<file path="src/rtl/stage_ex_muldiv_pkg.sv">
// Shared encodings for the execute stage: ALU-op classes, M-extension
// funct codes, branch classes, next-pc selects and the stage FSM states.
package exec_pkg;

  localparam logic [1:0] ALUOP_RTYPE   = 2'b10;
  localparam logic [6:0] FUNCT7_MULDIV = 7'b0000001;

  localparam logic [2:0] F3_MUL    = 3'd0;
  localparam logic [2:0] F3_MULH   = 3'd1;
  localparam logic [2:0] F3_MULHSU = 3'd2;
  localparam logic [2:0] F3_MULHU  = 3'd3;
  localparam logic [2:0] F3_DIV    = 3'd4;
  localparam logic [2:0] F3_DIVU   = 3'd5;
  localparam logic [2:0] F3_REM    = 3'd6;
  localparam logic [2:0] F3_REMU   = 3'd7;

  // Branch classes presented on pc_op
  localparam logic [1:0] PCOP_NONE   = 2'b00;
  localparam logic [1:0] PCOP_BRANCH = 2'b01;
  localparam logic [1:0] PCOP_JAL    = 2'b10;
  localparam logic [1:0] PCOP_JALR   = 2'b11;

  // Next-pc selects driven on pcsrc
  localparam logic [1:0] PCSRC_SEQ    = 2'b00;
  localparam logic [1:0] PCSRC_TARGET = 2'b01;
  localparam logic [1:0] PCSRC_JALR   = 2'b10;

  typedef enum logic [1:0] {IDLE, MUL, DIV, DONE} ex_state_t;

  typedef enum logic [3:0] {
    ALU_ADD, ALU_SUB, ALU_SLL, ALU_SLT, ALU_SLTU,
    ALU_XOR, ALU_SRL, ALU_SRA, ALU_OR,  ALU_AND
  } alu_ctrl_t;

endpackage

</file>
<file path="src/rtl/stage_ex_muldiv_if.sv">
// Handshake and operand/result bundle between the ID step, the execute
// stage and the MEM/WB consumer.
interface stage_ex_muldiv_if #(parameter int XLEN = 32);
  logic            in_valid;
  logic            in_ready;
  logic            a_sel;
  logic            b_sel;
  logic [1:0]      alu_op;
  logic [1:0]      pc_op;
  logic [2:0]      funct3;
  logic [6:0]      funct7;
  logic [XLEN-1:0] pc;
  logic [XLEN-1:0] rdata1;
  logic [XLEN-1:0] rdata2;
  logic [XLEN-1:0] imm;
  logic            out_valid;
  logic            out_ready;
  logic [XLEN-1:0] alu_output;
  logic [XLEN-1:0] branch_output;
  logic [1:0]      pcsrc;
  logic            illegal;
  logic            busy;

  modport master (
    output in_valid, a_sel, b_sel, alu_op, pc_op, funct3, funct7,
           pc, rdata1, rdata2, imm, out_ready,
    input  in_ready, out_valid, alu_output, branch_output, pcsrc, illegal, busy
  );

  modport slave (
    input  in_valid, a_sel, b_sel, alu_op, pc_op, funct3, funct7,
           pc, rdata1, rdata2, imm, out_ready,
    output in_ready, out_valid, alu_output, branch_output, pcsrc, illegal, busy
  );
endinterface

</file>
<file path="src/rtl/stage_ex_muldiv_base.sv">
// Base execute datapath blocks: operand mux, ALU decode, ALU, branch
// compare and the pc+imm target adder.

module Mux_2to1 #(parameter int W = 32) (
  input  logic         sel,
  input  logic [W-1:0] d0,
  input  logic [W-1:0] d1,
  output logic [W-1:0] y
);
  assign y = sel ? d1 : d0;
endmodule

module Adder #(parameter int W = 32) (
  input  logic [W-1:0] a,
  input  logic [W-1:0] b,
  output logic [W-1:0] y
);
  assign y = a + b;
endmodule

// alu_op: 00 add (address calc), 01 sub (branch), 10 R-type, 11 I-type
module ALU_Control import exec_pkg::*; (
  input  logic [1:0] alu_op,
  input  logic [2:0] funct3,
  input  logic       funct7_b5,
  output alu_ctrl_t  alu_ctrl
);
  // Decode the ALU operation from the op class and funct fields
  always_comb begin
    alu_ctrl = ALU_ADD;
    case (alu_op)
      2'b00: alu_ctrl = ALU_ADD;
      2'b01: alu_ctrl = ALU_SUB;
      default: begin
        case (funct3)
          3'b000: alu_ctrl = (alu_op == ALUOP_RTYPE && funct7_b5) ? ALU_SUB : ALU_ADD;
          3'b001: alu_ctrl = ALU_SLL;
          3'b010: alu_ctrl = ALU_SLT;
          3'b011: alu_ctrl = ALU_SLTU;
          3'b100: alu_ctrl = ALU_XOR;
          3'b101: alu_ctrl = funct7_b5 ? ALU_SRA : ALU_SRL;
          3'b110: alu_ctrl = ALU_OR;
          default: alu_ctrl = ALU_AND;
        endcase
      end
    endcase
  end
endmodule

module ALU import exec_pkg::*; #(parameter int XLEN = 32) (
  input  alu_ctrl_t       alu_ctrl,
  input  logic [XLEN-1:0] a,
  input  logic [XLEN-1:0] b,
  output logic [XLEN-1:0] y
);
  localparam int SHW = $clog2(XLEN);
  logic [SHW-1:0] w_shamt;
  assign w_shamt = b[SHW-1:0];

  // Combinational ALU result
  always_comb begin
    y = '0;
    case (alu_ctrl)
      ALU_ADD:  y = a + b;
      ALU_SUB:  y = a - b;
      ALU_SLL:  y = a << w_shamt;
      ALU_SLT:  y = {{(XLEN-1){1'b0}}, $signed(a) < $signed(b)};
      ALU_SLTU: y = {{(XLEN-1){1'b0}}, a < b};
      ALU_XOR:  y = a ^ b;
      ALU_SRL:  y = a >> w_shamt;
      ALU_SRA:  y = $signed(a) >>> w_shamt;
      ALU_OR:   y = a | b;
      ALU_AND:  y = a & b;
      default:  y = '0;
    endcase
  end
endmodule

// pcsrc: 0 sequential, 1 pc+imm (taken branch / JAL), 2 ALU target (JALR)
module Branch_Unit import exec_pkg::*; #(parameter int XLEN = 32) (
  input  logic [1:0]      pc_op,
  input  logic [2:0]      funct3,
  input  logic [XLEN-1:0] rdata1,
  input  logic [XLEN-1:0] rdata2,
  output logic [1:0]      pcsrc
);
  logic w_taken;

  // Branch condition from funct3 and next-pc select from the branch class
  always_comb begin
    case (funct3)
      3'b000:  w_taken = (rdata1 == rdata2);
      3'b001:  w_taken = (rdata1 != rdata2);
      3'b100:  w_taken = ($signed(rdata1) <  $signed(rdata2));
      3'b101:  w_taken = ($signed(rdata1) >= $signed(rdata2));
      3'b110:  w_taken = (rdata1 <  rdata2);
      3'b111:  w_taken = (rdata1 >= rdata2);
      default: w_taken = 1'b0;
    endcase
    case (pc_op)
      PCOP_BRANCH: pcsrc = w_taken ? PCSRC_TARGET : PCSRC_SEQ;
      PCOP_JAL:    pcsrc = PCSRC_TARGET;
      PCOP_JALR:   pcsrc = PCSRC_JALR;
      default:     pcsrc = PCSRC_SEQ;
    endcase
  end
endmodule

</file>
<file path="src/rtl/stage_ex_muldiv_muldiv_iter.sv">
// Iterative RV32M unit: radix-2 shift-add multiply and restoring divide on
// operand magnitudes, with the sign fixed up during the last iteration.
// The divide special cases are detected combinationally from the raw
// operands so the stage can skip the iterative path for them.
module muldiv_iter import exec_pkg::*; #(parameter int XLEN = 32) (
  input  logic            clk,
  input  logic            rst,
  input  logic            start,
  input  logic [2:0]      op,
  input  logic [XLEN-1:0] a,
  input  logic [XLEN-1:0] b,
  output logic            special,
  output logic [XLEN-1:0] special_result,
  output logic            done,
  output logic [XLEN-1:0] result
);
  localparam int CW = $clog2(XLEN + 1);
  localparam logic [CW-1:0]   LAST    = CW'(XLEN - 1);
  localparam logic [XLEN-1:0] MIN_NEG = {1'b1, {(XLEN-1){1'b0}}};

  logic [CW-1:0]     r_cnt;
  logic              r_active;
  logic [2:0]        r_op;
  logic [2*XLEN-1:0] r_acc;     // mul: {partial, multiplier}; div: {remainder, quotient}
  logic [XLEN-1:0]   r_b;       // multiplicand or divisor magnitude
  logic              r_neg_lo;  // negate product / quotient
  logic              r_neg_hi;  // negate remainder

  logic              w_a_neg, w_b_neg, w_div_zero, w_ovf;
  logic [XLEN-1:0]   w_a_mag, w_b_mag, w_addend, w_rem_new, w_lo_raw, w_hi_raw, w_q_fix, w_r_fix;
  logic [XLEN:0]     w_sum, w_rem_sh, w_diff;
  logic              w_ge;
  logic [2*XLEN-1:0] w_mul_next, w_div_next, w_step, w_mul_fix;

  // Operand signs, magnitudes and divide special-case detection
  always_comb begin
    w_a_neg    = a[XLEN-1] && (op == F3_MULH || op == F3_MULHSU || op == F3_DIV || op == F3_REM);
    w_b_neg    = b[XLEN-1] && (op == F3_MULH || op == F3_DIV || op == F3_REM);
    w_a_mag    = w_a_neg ? -a : a;
    w_b_mag    = w_b_neg ? -b : b;
    w_div_zero = (b == '0);
    w_ovf      = !op[0] && (a == MIN_NEG) && (b == '1);
    special    = op[2] && (w_div_zero || w_ovf);
    if (w_div_zero) special_result = op[1] ? a : '1;
    else            special_result = op[1] ? '0 : a;
  end

  // One multiply or divide step plus the final sign fix-up
  always_comb begin
    w_addend   = r_acc[0] ? r_b : {XLEN{1'b0}};
    w_sum      = {1'b0, r_acc[2*XLEN-1:XLEN]} + {1'b0, w_addend};
    w_mul_next = {w_sum, r_acc[XLEN-1:1]};
    w_rem_sh   = {r_acc[2*XLEN-1:XLEN], r_acc[XLEN-1]};
    w_diff     = w_rem_sh - {1'b0, r_b};
    w_ge       = (w_rem_sh >= {1'b0, r_b});
    w_rem_new  = w_ge ? w_diff[XLEN-1:0] : w_rem_sh[XLEN-1:0];
    w_div_next = {w_rem_new, r_acc[XLEN-2:0], w_ge};
    w_step     = r_op[2] ? w_div_next : w_mul_next;
    w_mul_fix  = r_neg_lo ? -w_step : w_step;
    w_lo_raw   = w_step[XLEN-1:0];
    w_hi_raw   = w_step[2*XLEN-1:XLEN];
    w_q_fix    = r_neg_lo ? -w_lo_raw : w_lo_raw;
    w_r_fix    = r_neg_hi ? -w_hi_raw : w_hi_raw;
    if (r_op[2])              result = r_op[1] ? w_r_fix : w_q_fix;
    else if (r_op == F3_MUL)  result = w_mul_fix[XLEN-1:0];
    else                      result = w_mul_fix[2*XLEN-1:XLEN];
  end

  assign done = r_active && (r_cnt == LAST);

  // Operand capture on start, then one step per cycle until the count is spent
  always_ff @(posedge clk or posedge rst) begin
    if (rst) begin
      r_active <= 1'b0;
      r_cnt    <= '0;
      r_op     <= '0;
      r_acc    <= '0;
      r_b      <= '0;
      r_neg_lo <= 1'b0;
      r_neg_hi <= 1'b0;
    end else if (start) begin
      r_active <= 1'b1;
      r_cnt    <= '0;
      r_op     <= op;
      r_acc    <= {{XLEN{1'b0}}, w_a_mag};
      r_b      <= w_b_mag;
      r_neg_lo <= w_a_neg ^ w_b_neg;
      r_neg_hi <= w_a_neg;
    end else if (r_active) begin
      r_acc <= w_step;
      if (done) begin
        r_active <= 1'b0;
        r_cnt    <= '0;
      end else begin
        r_cnt <= r_cnt + CW'(1);
      end
    end
  end
endmodule

</file>
<file path="src/rtl/stage_ex_muldiv.sv">
// Execute stage: base ALU / branch path with single-cycle latency plus an
// iterative mul/div path, all results registered behind a valid/ready pair.
module stage_ex_muldiv import exec_pkg::*; #(
  parameter int XLEN     = 32,
  parameter bit ENABLE_M = 1'b1
) (
  input logic            clk,
  input logic            rst,
  stage_ex_muldiv_if.slave bus
);
  ex_state_t       r_state, w_state_next;
  logic            r_out_valid, w_out_valid_next;
  logic [XLEN-1:0] r_alu_output, w_alu_next;
  logic [XLEN-1:0] r_branch_output, w_br_next;
  logic [1:0]      r_pcsrc, w_pcsrc_next;
  logic            r_illegal, w_illegal_next;
  logic            r_in_ready, r_busy;

  logic [XLEN-1:0] w_alu_a, w_alu_b, w_alu_y, w_branch_target;
  alu_ctrl_t       w_alu_ctrl;
  logic [1:0]      w_pcsrc;
  logic            w_is_mop, w_md_start, w_md_special, w_md_done;
  logic [XLEN-1:0] w_md_special_result, w_md_result;

  Mux_2to1 #(.W(XLEN)) u_mux_a (.sel(bus.a_sel), .d0(bus.rdata1), .d1(bus.pc),  .y(w_alu_a));
  Mux_2to1 #(.W(XLEN)) u_mux_b (.sel(bus.b_sel), .d0(bus.rdata2), .d1(bus.imm), .y(w_alu_b));
  ALU_Control u_alu_ctrl (.alu_op(bus.alu_op), .funct3(bus.funct3), .funct7_b5(bus.funct7[5]),
                          .alu_ctrl(w_alu_ctrl));
  ALU #(.XLEN(XLEN)) u_alu (.alu_ctrl(w_alu_ctrl), .a(w_alu_a), .b(w_alu_b), .y(w_alu_y));
  Branch_Unit #(.XLEN(XLEN)) u_branch (.pc_op(bus.pc_op), .funct3(bus.funct3),
                                       .rdata1(bus.rdata1), .rdata2(bus.rdata2), .pcsrc(w_pcsrc));
  Adder #(.W(XLEN)) u_br_add (.a(bus.pc), .b(bus.imm), .y(w_branch_target));

  muldiv_iter #(.XLEN(XLEN)) u_muldiv (
    .clk(clk), .rst(rst), .start(w_md_start), .op(bus.funct3),
    .a(bus.rdata1), .b(bus.rdata2),
    .special(w_md_special), .special_result(w_md_special_result),
    .done(w_md_done), .result(w_md_result)
  );

  assign w_is_mop = (bus.alu_op == ALUOP_RTYPE) && (bus.funct7 == FUNCT7_MULDIV);

  // Next state and next result registers; in_ready is only high in IDLE
  always_comb begin
    w_state_next     = r_state;
    w_out_valid_next = r_out_valid;
    w_alu_next       = r_alu_output;
    w_br_next        = r_branch_output;
    w_pcsrc_next     = r_pcsrc;
    w_illegal_next   = r_illegal;
    w_md_start       = 1'b0;
    case (r_state)
      IDLE: begin
        if (bus.in_valid) begin
          w_br_next      = w_branch_target;
          w_pcsrc_next   = w_pcsrc;
          w_illegal_next = 1'b0;
          if (w_is_mop && !ENABLE_M) begin
            w_alu_next       = '0;
            w_illegal_next   = 1'b1;
            w_state_next     = DONE;
            w_out_valid_next = 1'b1;
          end else if (w_is_mop && w_md_special) begin
            w_alu_next       = w_md_special_result;
            w_state_next     = DONE;
            w_out_valid_next = 1'b1;
          end else if (w_is_mop) begin
            w_md_start   = 1'b1;
            w_state_next = bus.funct3[2] ? DIV : MUL;
          end else begin
            w_alu_next       = w_alu_y;
            w_state_next     = DONE;
            w_out_valid_next = 1'b1;
          end
        end
      end
      MUL, DIV: begin
        if (w_md_done) begin
          w_alu_next       = w_md_result;
          w_state_next     = DONE;
          w_out_valid_next = 1'b1;
        end
      end
      DONE: begin
        if (bus.out_ready) begin
          w_state_next     = IDLE;
          w_out_valid_next = 1'b0;
        end
      end
      default: w_state_next = IDLE;
    endcase
  end

  // State and output registers; reset abandons any operation in flight
  always_ff @(posedge clk or posedge rst) begin
    if (rst) begin
      r_state         <= IDLE;
      r_out_valid     <= 1'b0;
      r_alu_output    <= '0;
      r_branch_output <= '0;
      r_pcsrc         <= '0;
      r_illegal       <= 1'b0;
      r_in_ready      <= 1'b1;
      r_busy          <= 1'b0;
    end else begin
      r_state         <= w_state_next;
      r_out_valid     <= w_out_valid_next;
      r_alu_output    <= w_alu_next;
      r_branch_output <= w_br_next;
      r_pcsrc         <= w_pcsrc_next;
      r_illegal       <= w_illegal_next;
      r_in_ready      <= (w_state_next == IDLE);
      r_busy          <= (w_state_next == MUL) || (w_state_next == DIV);
    end
  end

  assign bus.in_ready      = r_in_ready;
  assign bus.out_valid     = r_out_valid;
  assign bus.alu_output    = r_alu_output;
  assign bus.branch_output = r_branch_output;
  assign bus.pcsrc         = r_pcsrc;
  assign bus.illegal       = r_illegal;
  assign bus.busy          = r_busy;
endmodule

</file>
<file path="src/flat_wrapper.sv">
// flat-port wrapper written by rule: the top's interface ports become plain ports
module stage_ex_muldiv_flat import exec_pkg::*;
#(
  parameter int XLEN     = 32,
  parameter bit ENABLE_M = 1'b1
)
  (clk, rst, bus_in_valid, bus_a_sel, bus_b_sel, bus_alu_op, bus_pc_op, bus_funct3, bus_funct7, bus_pc, bus_rdata1, bus_rdata2, bus_imm, bus_out_ready, bus_in_ready, bus_out_valid, bus_alu_output, bus_branch_output, bus_pcsrc, bus_illegal, bus_busy);
  stage_ex_muldiv_if #(.XLEN(XLEN)) bus_i ();
  input logic clk;
  input logic rst;
  input wire logic [$bits(bus_i.in_valid)-1:0] bus_in_valid;
  input wire logic [$bits(bus_i.a_sel)-1:0] bus_a_sel;
  input wire logic [$bits(bus_i.b_sel)-1:0] bus_b_sel;
  input wire logic [$bits(bus_i.alu_op)-1:0] bus_alu_op;
  input wire logic [$bits(bus_i.pc_op)-1:0] bus_pc_op;
  input wire logic [$bits(bus_i.funct3)-1:0] bus_funct3;
  input wire logic [$bits(bus_i.funct7)-1:0] bus_funct7;
  input wire logic [$bits(bus_i.pc)-1:0] bus_pc;
  input wire logic [$bits(bus_i.rdata1)-1:0] bus_rdata1;
  input wire logic [$bits(bus_i.rdata2)-1:0] bus_rdata2;
  input wire logic [$bits(bus_i.imm)-1:0] bus_imm;
  input wire logic [$bits(bus_i.out_ready)-1:0] bus_out_ready;
  output wire logic [$bits(bus_i.in_ready)-1:0] bus_in_ready;
  output wire logic [$bits(bus_i.out_valid)-1:0] bus_out_valid;
  output wire logic [$bits(bus_i.alu_output)-1:0] bus_alu_output;
  output wire logic [$bits(bus_i.branch_output)-1:0] bus_branch_output;
  output wire logic [$bits(bus_i.pcsrc)-1:0] bus_pcsrc;
  output wire logic [$bits(bus_i.illegal)-1:0] bus_illegal;
  output wire logic [$bits(bus_i.busy)-1:0] bus_busy;
  assign bus_i.in_valid = bus_in_valid;
  assign bus_i.a_sel = bus_a_sel;
  assign bus_i.b_sel = bus_b_sel;
  assign bus_i.alu_op = bus_alu_op;
  assign bus_i.pc_op = bus_pc_op;
  assign bus_i.funct3 = bus_funct3;
  assign bus_i.funct7 = bus_funct7;
  assign bus_i.pc = bus_pc;
  assign bus_i.rdata1 = bus_rdata1;
  assign bus_i.rdata2 = bus_rdata2;
  assign bus_i.imm = bus_imm;
  assign bus_i.out_ready = bus_out_ready;
  assign bus_in_ready = bus_i.in_ready;
  assign bus_out_valid = bus_i.out_valid;
  assign bus_alu_output = bus_i.alu_output;
  assign bus_branch_output = bus_i.branch_output;
  assign bus_pcsrc = bus_i.pcsrc;
  assign bus_illegal = bus_i.illegal;
  assign bus_busy = bus_i.busy;
  stage_ex_muldiv #(.XLEN(XLEN), .ENABLE_M(ENABLE_M)) u_core (.clk(clk), .rst(rst), .bus(bus_i));
endmodule
</file>
<file path="config.mk">
export PLATFORM = sky130hd
export DESIGN_NAME = stage_ex_muldiv_flat
export DESIGN_NICKNAME = d
export VERILOG_FILES = /design/src/rtl/stage_ex_muldiv_pkg.sv /design/src/rtl/stage_ex_muldiv_if.sv /design/src/rtl/stage_ex_muldiv_base.sv /design/src/rtl/stage_ex_muldiv_muldiv_iter.sv /design/src/rtl/stage_ex_muldiv.sv /design/src/flat_wrapper.sv
export SDC_FILE = /design/constraint.sdc
export NUM_CORES = 2
export LEC_CHECK = 0
export CAP_MARGIN = 20
export CORE_MARGIN = 2
export CORE_UTILIZATION = 32
export CTS_CLUSTER_SIZE = 14
export DETAILED_ROUTE_END_ITERATION = 10
export PLACE_DENSITY_LB_ADDON = 0.12
export SLEW_MARGIN = 25
export SYNTH_ARGS = -nofsm -noshare
export SYNTH_HDL_FRONTEND = slang
export SYNTH_SLANG_ARGS = --single-unit
</file>
<file path="constraint.sdc">
create_clock -name clk -period 7.7 [get_ports clk]
set_input_delay 1.54 -clock clk [delete_from_list [all_inputs] [get_ports clk]]
set_output_delay 1.54 -clock clk [all_outputs]
set_load 0.01 [all_outputs]
</file>
=== Word-level counts from Yosys, hierarchy flattened ===
Index checks and enable logic that the tools add are counted.

* $add $sub $neg: 11
* Multipliers: 0
* Div/mod/pow operators: 0
* Order comparisons: 7
* Eq/ne operators: 36
* Shift-type cells: 3
* Multiplexer cells: 54
* Bitwise operators: 4
* Reductions and logical operators: 30

{| class="wikitable"
|+ Operator list
! operator !! count
|-
| 32-bit two-way mux || 18
|-
| 32-bit case mux with 10 select lines || 1
|-
| 64-bit two-way mux || 4
|-
| 32-bit less-than comparator || 4
|-
| 32-bit negator || 4
|-
| 32-bit adder || 2
|-
| 32-bit == test, second input constant || 2
|-
| 32-bit >= comparator || 2
|-
| 64-bit negator || 1
|-
| 32-bit case mux with 2 select lines || 1
|-
| 32-bit subtractor || 2
|-
| 32-bit by 32-bit adder with 33-bit output || 1
|-
| 33-bit by 32-bit >= comparator with 1-bit output || 1
|-
| 32-bit AND || 1
|-
| 32-bit == test || 1
|-
| 32-bit zero test || 1
|-
| 32-bit inequality test || 1
|-
| 32-bit OR || 1
|-
| 32-bit by 5-bit left shift with 32-bit output || 1
|-
| 32-bit by 5-bit >> shifter with 32-bit output || 1
|-
| 32-bit by 5-bit >>> shifter with 32-bit output || 1
|-
| 32-bit XOR || 1
|-
| 4-bit case mux with 7 select lines || 1
|-
| 6-bit two-way mux || 3
|-
| 31 further kinds || 89
|}

* Register bits: 179
* Bits in latches: 0
* RAM bits: 0
* Memory bits (read-only): 0
* Bits of input ports: 148
* Memories kept: 0

=== Logic depth before layout (Yosys ltp) ===
* Depth in word-level cells: 11
* Gate-level depth with buffers: 22
* Gate-level depth less buffers: 20

=== Modules after synthesis ===
Synthesis repeated with hierarchy kept, for this count alone.

* Cells, all modules: 3949
* Area total of the unflattened synthesis: 30325.3 µm²

{| class="wikitable"
|+ By module, submodules not included
! module !! times used !! cells each !! area each (µm²) !! sequential area each (µm²)
|-
| muldiv_iter || 1 || 1962 || 14331.2 || 2702.6
|-
| ALU || 1 || 1181 || 8359.3 || 0.0
|-
| stage_ex_muldiv || 1 || 347 || 3776.1 || 1778.0
|-
| Adder || 1 || 241 || 1744.2 || 0.0
|-
| Mux_2to1 || 2 || 36 || 544.3 || 0.0
|-
| Branch_Unit || 1 || 133 || 925.9 || 0.0
|-
| ALU_Control || 1 || 13 || 100.1 || 0.0
|}

=== Least setup slack after synthesis ===
Ideal clock, no wire load.

* Path type: in2reg
* Start: input bus_b_sel
* End: register u_core.r_alu_output[28], in the netlist u_core.bus.alu_output[28]
* Setup time: 0.126 ns
* Arrival: 6.204 ns
* Required time: 7.574 ns
* Path slack: 1.370 ns
* Stages on the path: 20
* Buffers on the path: 3
* Path through: clkbuf_1 > mux2i_1 > inv_2 > clkbuf_1 > buf_1 > ha_1 > fa_1 > a211oi_1 > o21ai_0 > nor3b_1 > o21a_1 > a31o_2 > o41ai_1 > o21ai_0 > nand3_1 > o211ai_1 > a221o_1 > a211oi_1 > a2111oi_0 > a221o_1

* Longest elaborated chain between the ends: 7

{| class="wikitable"
|+ RTL lines
! what !! RTL line !! RTL
|-
| start: declaration || flat_wrapper.sv:13 || <nowiki>input wire logic [$bits(bus_i.b_sel)-1:0] bus_b_sel;</nowiki>
|-
| 32-bit two-way mux * || stage_ex_muldiv_base.sv:10 || <nowiki>assign y = sel ? d1 : d0;</nowiki>
|-
| 32-bit subtractor, or another cell as far along || stage_ex_muldiv_base.sv:65 || <nowiki>ALU_SUB: y = a - b;</nowiki>
|-
| 32-bit case mux with 10 select lines * || stage_ex_muldiv_base.sv:63 || <nowiki>case (alu_ctrl)</nowiki>
|-
| 32-bit two-way mux * || stage_ex_muldiv.sv:67 || <nowiki>end else if (w_is_mop) begin</nowiki>
|-
| 32-bit two-way mux * || stage_ex_muldiv.sv:63 || <nowiki>end else if (w_is_mop && w_md_special) begin</nowiki>
|-
| 32-bit two-way mux * || stage_ex_muldiv.sv:54 || <nowiki>if (bus.in_valid) begin</nowiki>
|-
| 32-bit case mux with 2 select lines * || stage_ex_muldiv.sv:52 || <nowiki>case (r_state)</nowiki>
|-
| end signal: assignment || stage_ex_muldiv.sv:108 || <nowiki>r_alu_output <= w_alu_next;</nowiki>
|-
| end: declaration || stage_ex_muldiv.sv:13 || <nowiki>logic [XLEN-1:0] r_alu_output, w_alu_next;</nowiki>
|}

Mark *: on every way between the ends. The rest lies on a longest branch, timed or not. The select of a mux whose other input is x is not followed.
A chain may end at the register's enable or synchronous reset.

=== Worst setup path after layout ===
* Start: input bus_a_sel
* End: register u_core.r_alu_output[0], in the netlist u_core.bus.alu_output[0]

* Longest elaborated chain between the ends: 7

{| class="wikitable"
|+ RTL lines
! what !! RTL line !! RTL
|-
| start: declaration || flat_wrapper.sv:12 || <nowiki>input wire logic [$bits(bus_i.a_sel)-1:0] bus_a_sel;</nowiki>
|-
| 32-bit two-way mux * || stage_ex_muldiv_base.sv:10 ||
|-
| 32-bit subtractor, or another cell as far along || stage_ex_muldiv_base.sv:65 ||
|-
| 32-bit case mux with 10 select lines * || stage_ex_muldiv_base.sv:63 ||
|-
| 32-bit two-way mux * || stage_ex_muldiv.sv:67 ||
|-
| 32-bit two-way mux * || stage_ex_muldiv.sv:63 ||
|-
| 32-bit two-way mux * || stage_ex_muldiv.sv:54 ||
|-
| 32-bit case mux with 2 select lines * || stage_ex_muldiv.sv:52 ||
|}

Marked as above.

==> key figures <==
Timing
  – RSZ-0062 raised after global routing: no
  – Final setup vio count: 0
  – Hold Vio Cnt, Final: 0
  – Setup TNS: 0 ns
  – Final min period: 6.54 ns
  – Slew margin rel.: 21.5%
  – Crit share post-route: 85.0%
  – Worst clock skew: 0.0380 ns
  – Slew Viols, Final: 0
  – Worst-margin pin slew: 1.17 ns
  – Fmax: between 0.15 and 0.2 GHz

Clock network
  – Count of cells resized by post-cts repair: 0
  – H-tree depth: 4
  – CTS tree: built
  – Root Buffer: clkbuf_16
  – Cts bufs inserted: 17
  – Hold_buf cts: 0
  – Clock-pin slew on the worst setup and hold paths: 0.07 ns
  – Worst-skew pair later-pin latency: 0.52 ns
  – CTS Buffer Depth: 2
  – Post-CTS setup buffer count: 0
  – Total clock sinks: ~180

Power and ir drop
  – Sequential share of power: 21.3%
  – Leakage Power: 0.0136 uW
  – Share of total power in the clock network: 16.7%
  – Switch share: 50.4%
  – PD cells: 187 nW/um2
  – Internal: 3040 uW
  – Gate power share: about 62%
  – VDD IR max: 210 uV
  – Net Sw Power: 3100 uW

GRT
  – Largest net degree at the start of global routing: 83
  – GRT Total Usage: 32.6%
  – First-pass GRT wire length: 220000 um
  – Vias in the first global route: 30743
  – Overflow after GRT: 0
  – Initial antenna violation count: 13

Worst setup path
  – Worst Path Required: 8.09 ns
  – Crit path launch type: input port
  – Reg2Reg Setup Slack: 1.48 ns
  – Crit. End Element: flop
  – Crit path DAT: just under 7 ns
  – Crit Path Max Fanout: 25
  – Setup CP Type: in2reg

Floorplan
  – DIE AREA: 92100 um2
  – Site row count: roughly 110
  – Initial Util: 32.4%
  – Die X: 303 um
  – Core area: 88600 um2
  – Num ports: 218
  – Die Y: around 300 um

Flow run
  – MaxCap Viol Count: 0

Place
  – Routability cong.: slightly above 1
  – Port bufs: 216
  – Dpl cell area: 32200 um2
  – Hpwl dp: 124000 um

Synth
  – Ys Warns: 0
  – Synth top area cells: dfrtp_1, ha_1, o21ai_0
  – Synth top area share: between 15 and 20%
  – Share of flip-flops with an asynchronous set or reset: 100%
  – Distinct cell type count after synthesis: 95
  – Flops & latches, synth: 179
  – Post-synth EDFFs: 0
  – Cell accounting for the most synthesized area: dfrtp_1
  – Post-Syn Area: 28700 um2
  – Post-synthesis net count: roughly 4500
  – Syn Area/Cell: 6.96 um2
  – Cells after synthesis: between 4000 and 5000
  – Top_reg_cell synth: dfrtp_1
  – Register area share after synthesis: 15.6%

Cells and area
  – Leading cell type in the layout, fill and taps excluded: nand2_1
  – Post-route cell area: 32900 um2
  – Layout cells sized above 1: about 5.7%
  – Fill count: 9664
  – Most frequent cells in the layout: nand2_1, nor2_1, o21ai_0, a21oi_1, ha_1
  – Fin nets: 4589
  – Synth-to-layout area growth: 14.5%

Detailed routing
  – Total Wirelength: between 150000 and 200000 um
  – Wire length per cell: 28.5 um
  – DRT iter0 DRCs: 3814
  – DRC: 0
  – Pre-antenna DRT Iters: 6
  – Routed vias/inst: a little over 6
  – Total number of vias: 33035
  – Post-route ant nets: 0

Hold path
  – Type of the worst min-delay path: reg2reg

Status
  – Status: finished clean
==> final timing paths <==
kind	from	to	cells after the start
max	bus_a_sel	u_core.bus.alu_output[0]$_DFFE_PP0P_	18
min	u_core.bus.alu_output[13]$_DFFE_PP0P_	u_core.bus.alu_output[13]$_DFFE_PP0P_	2
max reg2reg	u_core.u_muldiv.r_b[20]$_DFFE_PP0P_	u_core.bus.alu_output[28]$_DFFE_PP0P_	20
min reg2reg	u_core.bus.alu_output[13]$_DFFE_PP0P_	u_core.bus.alu_output[13]$_DFFE_PP0P_	2
max in group asynchronous	rst	u_core.u_muldiv.r_active$_DFF_PP0_	3
min in group asynchronous	rst	u_core.u_muldiv.r_b[16]$_DFFE_PP0P_	2
==> worst max-delay path, stage by stage <==
cell and delay, ns:
buf_2 0.24, buf_4 0.46, mux2i_1 0.45, inv_1 0.17
ha_1 0.25, nor3_1 0.39, nor3_1 0.11, a211o_1 0.38
a2111oi_2 0.63, a211oi_1 0.25, o41ai_1 0.43, buf_4 0.20
a21oi_1 0.08, o41ai_1 0.57, o21ai_0 0.15, a211oi_1 0.28
nor3b_1 0.10, o31ai_1 0.26
==> flip-flops by register name, summed over array words and instances (netlist names) <==
signal,count
u_core.u_muldiv.r_cnt,6
u_core.u_muldiv.r_op,3
u_core.bus.in_ready,1
u_core.bus.branch_output,32
u_core.u_muldiv.r_acc,64
u_core.u_muldiv.r_active,1
u_core.bus.out_valid,1
u_core.u_muldiv.r_neg_hi,1
u_core.bus.alu_output,32
u_core.r_state,2
u_core.bus.pcsrc,2
u_core.bus.busy,1
u_core.u_muldiv.r_neg_lo,1
u_core.u_muldiv.r_b,32
==> layer usage <==
layer / GRT usage [%] / vias up / part of all wire, %
met5: 0 / - / 0.042
met4: 17.5 / 10 / 6.1
met3: 5.03 / 315 / 7.6
met2: 52.0 / 1579 / 45
met1: 42.2 / 15912 / 41
li1: - / 15219 / -
==> cells by family after synthesis <==
kind of cell	count (synthesis)	synth area share, %
muxes	182	6.41
adders and majority gates	240	10.6
other	1	0.0131
buffers and inverters	488	6.53
DFF	179	15.6
AOI/OAI and AO/OA	1400	31.8
xor gates and xnor gates	205	6.26
and+or+nand+nor	1426	22.8
==> synth_stat cells, types with 79 or more instances <==
library cell	number
nand3_1	82
nor2_1	457
nand2_1	471
ha_1	235
nor3_1	114
mux2i_1	168
inv_1	214
a21oi_1	329
dfrtp_1	178
xnor2_1	131
o211ai_1	79
o21ai_0	358
clkbuf_1	217
==> power by group through the flow <==
stage / Clock (uW) / Sequential (uW) / Combinational [uW]
after CTS: 1050 / 1310 / 3720
after detailed placement: 0 / 1330 / 3700
after global placement: 0 / 1330 / 3710
final: 1030 / 1310 / 3810
after global routing: 1080 / 1330 / 4020
after floorplan: 0 / 1330 / 2020
==> stage by stage <==
step,power [uW],setup slack (ns),util [%],hold slack [ns],instances
after CTS,6080,1.34,37.0,0.480,5379
after detailed placement,5030,0.824,36.3,0.464,5347
final,6140,1.16,37.1,0.472,5388
after global routing,6430,0.759,37.0,0.516,5379
after global placement,5040,0.904,36.3,0.453,5346
after floorplan,3350,1.30,-,0.450,4121
==> cell type report <==
class                      count  area [um2]  area share [%]
antenna                        9        22.5          0.0686
clock buffer                  18         429            1.31
clock inverter                14         214           0.651
inverter                     221         837            2.55
multi-input combinational   3454       22400            68.2
sequential                   179        4490            13.7
tap                         1165        1460            4.44
timing repair buffer         328        3010            9.16
Power figures use the tool's default switching activity.
